==> src/rtl/seq_alu_if.sv <==
// Operand/result bus between the register-file read stage and seq_alu.
// The control side drives the request; the ALU drives the result and status.
interface seq_alu_if #(
   parameter int WIDTH = 32
);
   logic             start_i;
   logic [WIDTH-1:0] data1_i;
   logic [WIDTH-1:0] data2_i;
   logic [2:0]       ALUCtrl_i;
   logic [WIDTH-1:0] data_o;
   logic             Zero_o;
   logic             Overflow_o;
   logic             busy_o;
   logic             done_o;

   modport master (
      output start_i, data1_i, data2_i, ALUCtrl_i,
      input  data_o, Zero_o, Overflow_o, busy_o, done_o
   );

   modport slave (
      input  start_i, data1_i, data2_i, ALUCtrl_i,
      output data_o, Zero_o, Overflow_o, busy_o, done_o
   );
endinterface

==> src/rtl/seq_alu.sv <==
// Multi-cycle ALU: single-cycle add/sub/and/or/pass plus iterative unsigned
// multiply (shift-add) and divide/remainder (restoring), one bit per cycle.
module seq_alu #(
   parameter  int WIDTH = 32,
   localparam int CNT_W = $clog2(WIDTH + 1)
) (
   input logic       clk_i,
   input logic       rst_i,
   seq_alu_if.slave  bus
);
   localparam logic [2:0] OP_PASS = 3'b000;
   localparam logic [2:0] OP_ADD  = 3'b001;
   localparam logic [2:0] OP_SUB  = 3'b010;
   localparam logic [2:0] OP_AND  = 3'b011;
   localparam logic [2:0] OP_OR   = 3'b100;
   localparam logic [2:0] OP_MUL  = 3'b101;
   localparam logic [2:0] OP_DIVU = 3'b110;
   localparam logic [2:0] OP_REMU = 3'b111;

   typedef enum logic [2:0] {IDLE, EXEC, MUL, DIV, DONE} state_t;

   state_t           state_q, state_d;
   logic [2:0]       op_q;
   logic [WIDTH-1:0] opa_q, opb_q, acc_q;
   logic [CNT_W-1:0] cnt_q;
   logic [WIDTH-1:0] data_q;
   logic             zero_q, ovf_q;

   logic [WIDTH-1:0] sum, diff, result_d;
   logic             ovf_d, load_result, is_div_op;
   logic [WIDTH:0]   shifted, trial;

   always_ff @(posedge clk_i) begin
      if (!rst_i) state_q <= IDLE;
      else        state_q <= state_d;
   end

   assign is_div_op = (bus.ALUCtrl_i == OP_DIVU) || (bus.ALUCtrl_i == OP_REMU);

   // A zero divisor skips the iterative path and resolves in EXEC.
   always_comb begin
      state_d = state_q;
      case (state_q)
         IDLE: begin
            if (bus.start_i) begin
               if (bus.ALUCtrl_i == OP_MUL)                state_d = MUL;
               else if (is_div_op && bus.data2_i != '0)    state_d = DIV;
               else                                        state_d = EXEC;
            end
         end
         EXEC:     state_d = DONE;
         MUL, DIV: if (cnt_q == '0) state_d = DONE;
         DONE:     state_d = IDLE;
         default:  state_d = IDLE;
      endcase
   end

   assign load_result = (state_q == EXEC) ||
                        (((state_q == MUL) || (state_q == DIV)) && (cnt_q == '0));

   // acc_q holds the remainder and opa_q the dividend/quotient during a divide.
   assign shifted = {acc_q, opa_q[WIDTH-1]};
   assign trial   = shifted - {1'b0, opb_q};

   always_comb begin
      sum      = opa_q + opb_q;
      diff     = opa_q - opb_q;
      result_d = opa_q;
      ovf_d    = 1'b0;
      case (op_q)
         OP_PASS: result_d = opa_q;
         OP_ADD: begin
            result_d = sum;
            ovf_d    = (opa_q[WIDTH-1] == opb_q[WIDTH-1]) && (sum[WIDTH-1] != opa_q[WIDTH-1]);
         end
         OP_SUB: begin
            result_d = diff;
            ovf_d    = (opa_q[WIDTH-1] != opb_q[WIDTH-1]) && (diff[WIDTH-1] != opa_q[WIDTH-1]);
         end
         OP_AND:  result_d = opa_q & opb_q;
         OP_OR:   result_d = opa_q | opb_q;
         OP_MUL:  result_d = acc_q;
         OP_DIVU: result_d = (state_q == DIV) ? opa_q : '1;
         OP_REMU: result_d = (state_q == DIV) ? acc_q : opa_q;
      endcase
   end

   always_ff @(posedge clk_i) begin
      if (!rst_i) begin
         op_q   <= '0;
         opa_q  <= '0;
         opb_q  <= '0;
         acc_q  <= '0;
         cnt_q  <= '0;
         data_q <= '0;
         zero_q <= 1'b1;
         ovf_q  <= 1'b0;
      end else begin
         case (state_q)
            IDLE: begin
               if (bus.start_i) begin
                  op_q  <= bus.ALUCtrl_i;
                  opa_q <= bus.data1_i;
                  opb_q <= bus.data2_i;
                  acc_q <= '0;
                  cnt_q <= CNT_W'(WIDTH);
               end
            end
            MUL: begin
               if (cnt_q != '0) begin
                  if (opb_q[0]) acc_q <= acc_q + opa_q;
                  opa_q <= opa_q << 1;
                  opb_q <= opb_q >> 1;
                  cnt_q <= cnt_q - 1'b1;
               end
            end
            DIV: begin
               if (cnt_q != '0) begin
                  acc_q <= trial[WIDTH] ? shifted[WIDTH-1:0] : trial[WIDTH-1:0];
                  opa_q <= {opa_q[WIDTH-2:0], ~trial[WIDTH]};
                  cnt_q <= cnt_q - 1'b1;
               end
            end
            default: ;
         endcase
         if (load_result) begin
            data_q <= result_d;
            zero_q <= (result_d == '0);
            ovf_q  <= ovf_d;
         end
      end
   end

   assign bus.data_o     = data_q;
   assign bus.Zero_o     = zero_q;
   assign bus.Overflow_o = ovf_q;
   assign bus.busy_o     = (state_q == EXEC) || (state_q == MUL) || (state_q == DIV);
   assign bus.done_o     = (state_q == DONE);
endmodule

==> src/flat_wrapper.sv <==
// flat-port wrapper written by rule: the top's interface ports become plain ports
module seq_alu_flat 
#(
   parameter  int WIDTH = 32,
   localparam int CNT_W = $clog2(WIDTH + 1)
)
  (clk_i, rst_i, bus_start_i, bus_data1_i, bus_data2_i, bus_ALUCtrl_i, bus_data_o, bus_Zero_o, bus_Overflow_o, bus_busy_o, bus_done_o);
  seq_alu_if #(.WIDTH(WIDTH)) bus_i ();
  input logic clk_i;
  input logic rst_i;
  input wire logic [$bits(bus_i.start_i)-1:0] bus_start_i;
  input wire logic [$bits(bus_i.data1_i)-1:0] bus_data1_i;
  input wire logic [$bits(bus_i.data2_i)-1:0] bus_data2_i;
  input wire logic [$bits(bus_i.ALUCtrl_i)-1:0] bus_ALUCtrl_i;
  output wire logic [$bits(bus_i.data_o)-1:0] bus_data_o;
  output wire logic [$bits(bus_i.Zero_o)-1:0] bus_Zero_o;
  output wire logic [$bits(bus_i.Overflow_o)-1:0] bus_Overflow_o;
  output wire logic [$bits(bus_i.busy_o)-1:0] bus_busy_o;
  output wire logic [$bits(bus_i.done_o)-1:0] bus_done_o;
  assign bus_i.start_i = bus_start_i;
  assign bus_i.data1_i = bus_data1_i;
  assign bus_i.data2_i = bus_data2_i;
  assign bus_i.ALUCtrl_i = bus_ALUCtrl_i;
  assign bus_data_o = bus_i.data_o;
  assign bus_Zero_o = bus_i.Zero_o;
  assign bus_Overflow_o = bus_i.Overflow_o;
  assign bus_busy_o = bus_i.busy_o;
  assign bus_done_o = bus_i.done_o;
  seq_alu #(.WIDTH(WIDTH)) u_core (.clk_i(clk_i), .rst_i(rst_i), .bus(bus_i));
endmodule
==> config.mk <==
export PLATFORM = sky130hd
export DESIGN_NAME = seq_alu_flat
export DESIGN_NICKNAME = d
export VERILOG_FILES = /design/src/rtl/seq_alu_if.sv /design/src/rtl/seq_alu.sv /design/src/flat_wrapper.sv
export SDC_FILE = /design/constraint.sdc
export NUM_CORES = 1
export LEC_CHECK = 0
export BUFFER_PORTS_ARGS = -buffer_cell sky130_fd_sc_hd__buf_2
export CAP_MARGIN = 10
export CELL_PAD_IN_SITES_DETAIL_PLACEMENT = 0
export CELL_PAD_IN_SITES_GLOBAL_PLACEMENT = 1
export CORE_AREA = 2 2 202 204
export CTS_CLUSTER_SIZE = 12
export DETAILED_ROUTE_END_ITERATION = 12
export DIE_AREA = 0 0 204 206
export PLACE_DENSITY_LB_ADDON = 0.1
export SLEW_MARGIN = 40
export SYNTH_ARGS = -nofsm -noshare
export SYNTH_HDL_FRONTEND = slang
export SYNTH_SLANG_ARGS = --single-unit
export TNS_END_PERCENT = 5
==> constraint.sdc <==
create_clock -name clk_i -period 3.9 [get_ports clk_i]
set_clock_uncertainty 0.15 [all_clocks]
set_input_delay 0.39 -clock clk_i [delete_from_list [all_inputs] [get_ports clk_i]]
set_output_delay 0.39 -clock clk_i [all_outputs]
set_load 0.01 [all_outputs]
==> qor.yml <==
outcome:
  outcome: "finished with violations"
  failing_checks: "setup timing"
layout:
  multi_input_comb_area_sq_um: 12500
  seq_area_sq_um: 2860
  nNetsFinal: 2867
  area_delta_synth_final_pct: 35.3
  final_cells: 3169
  layout-drive-gt1-share: 0.276
  fillers: 4054
  diodes: 0
pwr:
  seq_power_share: 0.182
  p_int_uw: 5340
  netSwitchingPower_uw: 4410
  power.switching_fraction: 0.452
  power.ir.vdd_worst_mv: 0.376
  finalPower_uw: 9750
  combPwrFrac: 0.634
  clkPwrFrac: 0.183
  static-leakage-power_uw: 0.00992
  powerDensity_nw_per_um2: 459
synthesis:
  yosys-top-cells-count: "a21oi_1 (224), nand2_1 (224), ha_1 (169)"
  synth_async_sr_flop_share: 0
  synth_top_family_by_area: "compound AO/OA/AOI/OAI gates"
  synthesis.area_sq_um: 15700
  parity_gate_share_of_the_synthesized_area_counting_xor_and_xnor_cells: 0.0407
  synth_flop_cell: "dfxtp_1"
  syn-instance-count: 2163
  synth_top_cell_area_share: 0.181
  ys.warnings.count: 0
  area_fraction_in_and_or_nand_and_nor_cells_after_synthesis: 0.195
  synth_compound_gate_area_share: 0.367
  post-synth-top-area-cell: "dfxtp_1"
  synth_nets: 2406
  post_synth.cell_area_avg_sq_um: 7.26
  synthAdderAreaFrac: 0.141
  synth_edf_count: 0
  synthDistinctLibCells: 85
  synthTopCellsByArea: "dfxtp_1 (18%), ha_1 (13%), a21oi_1 (7.1%)"
  ys_ff_latch: 142
  yosys-mux-area-fraction: 0.0104
  ys_seq_area_frac: 0.181
worst_setup_path:
  worstSetupEndpointType: "flop"
  critPathMaxStageDelay_ns: 0.51
  setup.worst_path.class: "reg -> reg"
  required_ns: 4.20
  critical_path_peak_fanout: 5
  crit_slowest_cell: "or4b_4"
  worstSetupStartpointType: "flop"
  timing.critical_path.arrival_ns: 4.72
  crit_path_cell_chain: "inv_4 > ha_4 > inv_2 > fa_2 > nor2b_4 > o311a_4 > nor2_2 > nor3_1 > o32ai_1 > o221ai_2 > a2111oi_4 > nand4_1 > or4_4 > nor4_4 > or4b_4 > nor4b_4 > a21o_1"
sta:
  maxSlewHeadroom: 0.373
  setup_tns_ns: -0.608
  hold_viol_final: 0
  fin_crit_ns: 4.42
  setup_viols_final: 4
  timing.final.crit_share: 1.13
  final_critical_path_setup_slack_ns: -0.520
  tightestPinTransition_ns: 0.932
  rsz0062_at_grt: "true"
  max_clock_freq_mhz: 226
  maxSlewViolCount: 0
route:
  detailroute.via_count: 18800
  routedWlPerCell_microns: 23.3
  detail_route.wirelength_microns: 73900
  vias_per_cell: 5.93
  number_of_detailed_routing_iterations_run_before_antenna_repair: 7
  route.detailed.drc: 0
  drt-initial-drc-count: 1367
  postRouteAntennaNets: 0
global_routing:
  wire_length_of_the_first_global_routing_pass_microns: 110000
  grt_overflow: 0
  grt_most_used_layer: "met2"
  gr-usage-met1: 0.406
  grtUsageMet2: 0.614
  grt_pass1_vias: 18400
  grtUsageMet3: 0.0538
  initial_antenna_violation_count: 1
  grt_use_total: 0.350
  grt_start_max_net_pins: 85
place:
  io_buffer_count: 105
  post-dp-hpwl_microns: 59500
  preCtsSetupSlack_ns: -0.942
  gp_congestion: 0.964
  cells_after_dpl: 3134
floorplan:
  fp.dieH_microns: 206
  placeableCoreArea_sq_um: 40200
  start_util: 0.391
  die_outline_area_sq_um: 42000
  horizontal_die_dimension_microns: 204
  site_row_count: 74
  io_pins: 106
hold_path:
  worstHoldPathType: "in -> reg"
clock_network:
  cts_root_buffer: "clkbuf_16"
  cts_max_path_buffers: 2
  clock_pin_slew_of_the_registers_on_the_worst_case_setup_and_hold_paths_ns: 0.07
  clkLatencyLatePin_ns: 0.51
  clock_sinks: 142
  postCtsHoldBufs: 0
  htreeDepth: 4
  tritoncts: "yes"
  cts_buffers: 17
flow_run:
  max_cap_violations: 0
==> worst max-delay path, delay by kind of cell, from the launching register on <==
| family | cells | cell delay (ns) |
|---|---|---|
| fa+ha+maj | 2 | 0.52 |
| compound gates | 5 | 1.36 |
| flops | 1 | 0.36 |
| simple gates | 8 | 1.86 |
| buf+inv | 2 | 0.10 |
==> flip-flops by register name, indices dropped and copies added, names as in the netlist <==
register,flops
u_core.bus.Overflow_o,1
u_core.bus.Zero_o,1
u_core.cnt_q,6
u_core.acc_q,32
u_core.state_q,3
u_core.opb_q,32
u_core.bus.data_o,32
u_core.opa_q,32
u_core.op_q,3
==> cell type report <==
cell class	count	area share
multi-input combinational	1757	0.588
timing repair buffer	579	0.196
tap	532	0.0313
sequential	142	0.134
clock buffer	19	0.0204
clock inverter	13	0.00777
inverter	127	0.0226
==> cells in the final DEF, fill, tap and decap left out, types with 9 or more instances in the layout <==
| cell type | count |
|---|---|
| a211oi_1 | 19 |
| a21boi_0 | 14 |
| a21o_1 | 36 |
| a21oi_1 | 219 |
| a22oi_1 | 16 |
| a31oi_1 | 19 |
| a32o_1 | 10 |
| a32oi_1 | 10 |
| and2_1 | 25 |
| buf_2 | 104 |
| buf_4 | 467 |
| clkbuf_16 | 17 |
| dfxtp_1 | 137 |
| ha_1 | 159 |
| inv_1 | 118 |
| mux2i_1 | 13 |
| nand2_1 | 223 |
| nand2b_1 | 14 |
| nand3_1 | 44 |
| nand4_1 | 20 |
| nor2_1 | 153 |
| nor2b_1 | 25 |
| nor3_1 | 52 |
| nor4_1 | 17 |
| o211a_1 | 69 |
| o211ai_1 | 83 |
| o21a_1 | 24 |
| o21ai_0 | 118 |
| o21ai_1 | 11 |
| o21bai_1 | 24 |
| o221ai_1 | 10 |
| o22ai_1 | 18 |
| o31ai_1 | 15 |
| or2_2 | 9 |
| or3_1 | 12 |
| xnor2_1 | 48 |
| xor2_1 | 23 |
==> logic make-up after synthesis <==
kind of cell / Yosys count
mux: 15
compound gates: 843
buf+inv: 264
fa+ha+maj: 175
flops: 142
xor+xnor: 73
simple gates: 651
==> final timing paths <==
kind                                            from                            endpoint  slack, ns  depth (start not counted)
setup / recovery        u_core.opa_q[0]$_SDFFE_PN0P_      u_core.bus.Zero_o$_SDFFE_PN1P_      -0.52                         17
hold / removal                      bus_ALUCtrl_i[0]         u_core.op_q[0]$_SDFFE_PN0P_       0.07                          3
setup reg to reg        u_core.opa_q[0]$_SDFFE_PN0P_      u_core.bus.Zero_o$_SDFFE_PN1P_      -0.52                         17
hold reg to reg   u_core.bus.data_o[24]$_SDFFE_PN0P_  u_core.bus.data_o[24]$_SDFFE_PN0P_       0.30                          2
==> repair_timing <==
item | in CTS | in global routing
pin swaps | 17 | 7
setup endpoints to repair | 43 | 44
resized for setup | 74 | 32
endpoints found under the hold margin | 0 | 0
buffers inserted | 2 | 1
==> per-layer routing <==
layer | vias up | part of all wire
met5 | - | 0
met4 | 0 | 0.056
met3 | 193 | 0.051
met2 | 685 | 0.48
met1 | 8985 | 0.41
li1 | 8936 | -
==> per-stage QoR <==
step / cell area [sq um] / util / hold WS (ns)
4_1_cts: 21100 / 0.524 / 0.0411
5_1_grt: 21200 / 0.529 / 0.0779
3_5_place_dp: 20100 / 0.500 / 0.309
6_report: 21200 / 0.529 / 0.0718
2_1_floorplan: 15800 / - / 0.335
3_3_place_gp: 20100 / 0.500 / 0.299
==> power groups by stage <==
stage                     Clock [uW]  Sequential [uW]  Combinational [uW]
final                           1790             1780                6190
after global placement             0             1800                5770
after floorplan                    0             1860                3140
after CTS                       1820             1770                6030
after detailed placement           0             1810                5800
after global routing            1880             1800                6670
(Power assumes the default switching activity.)
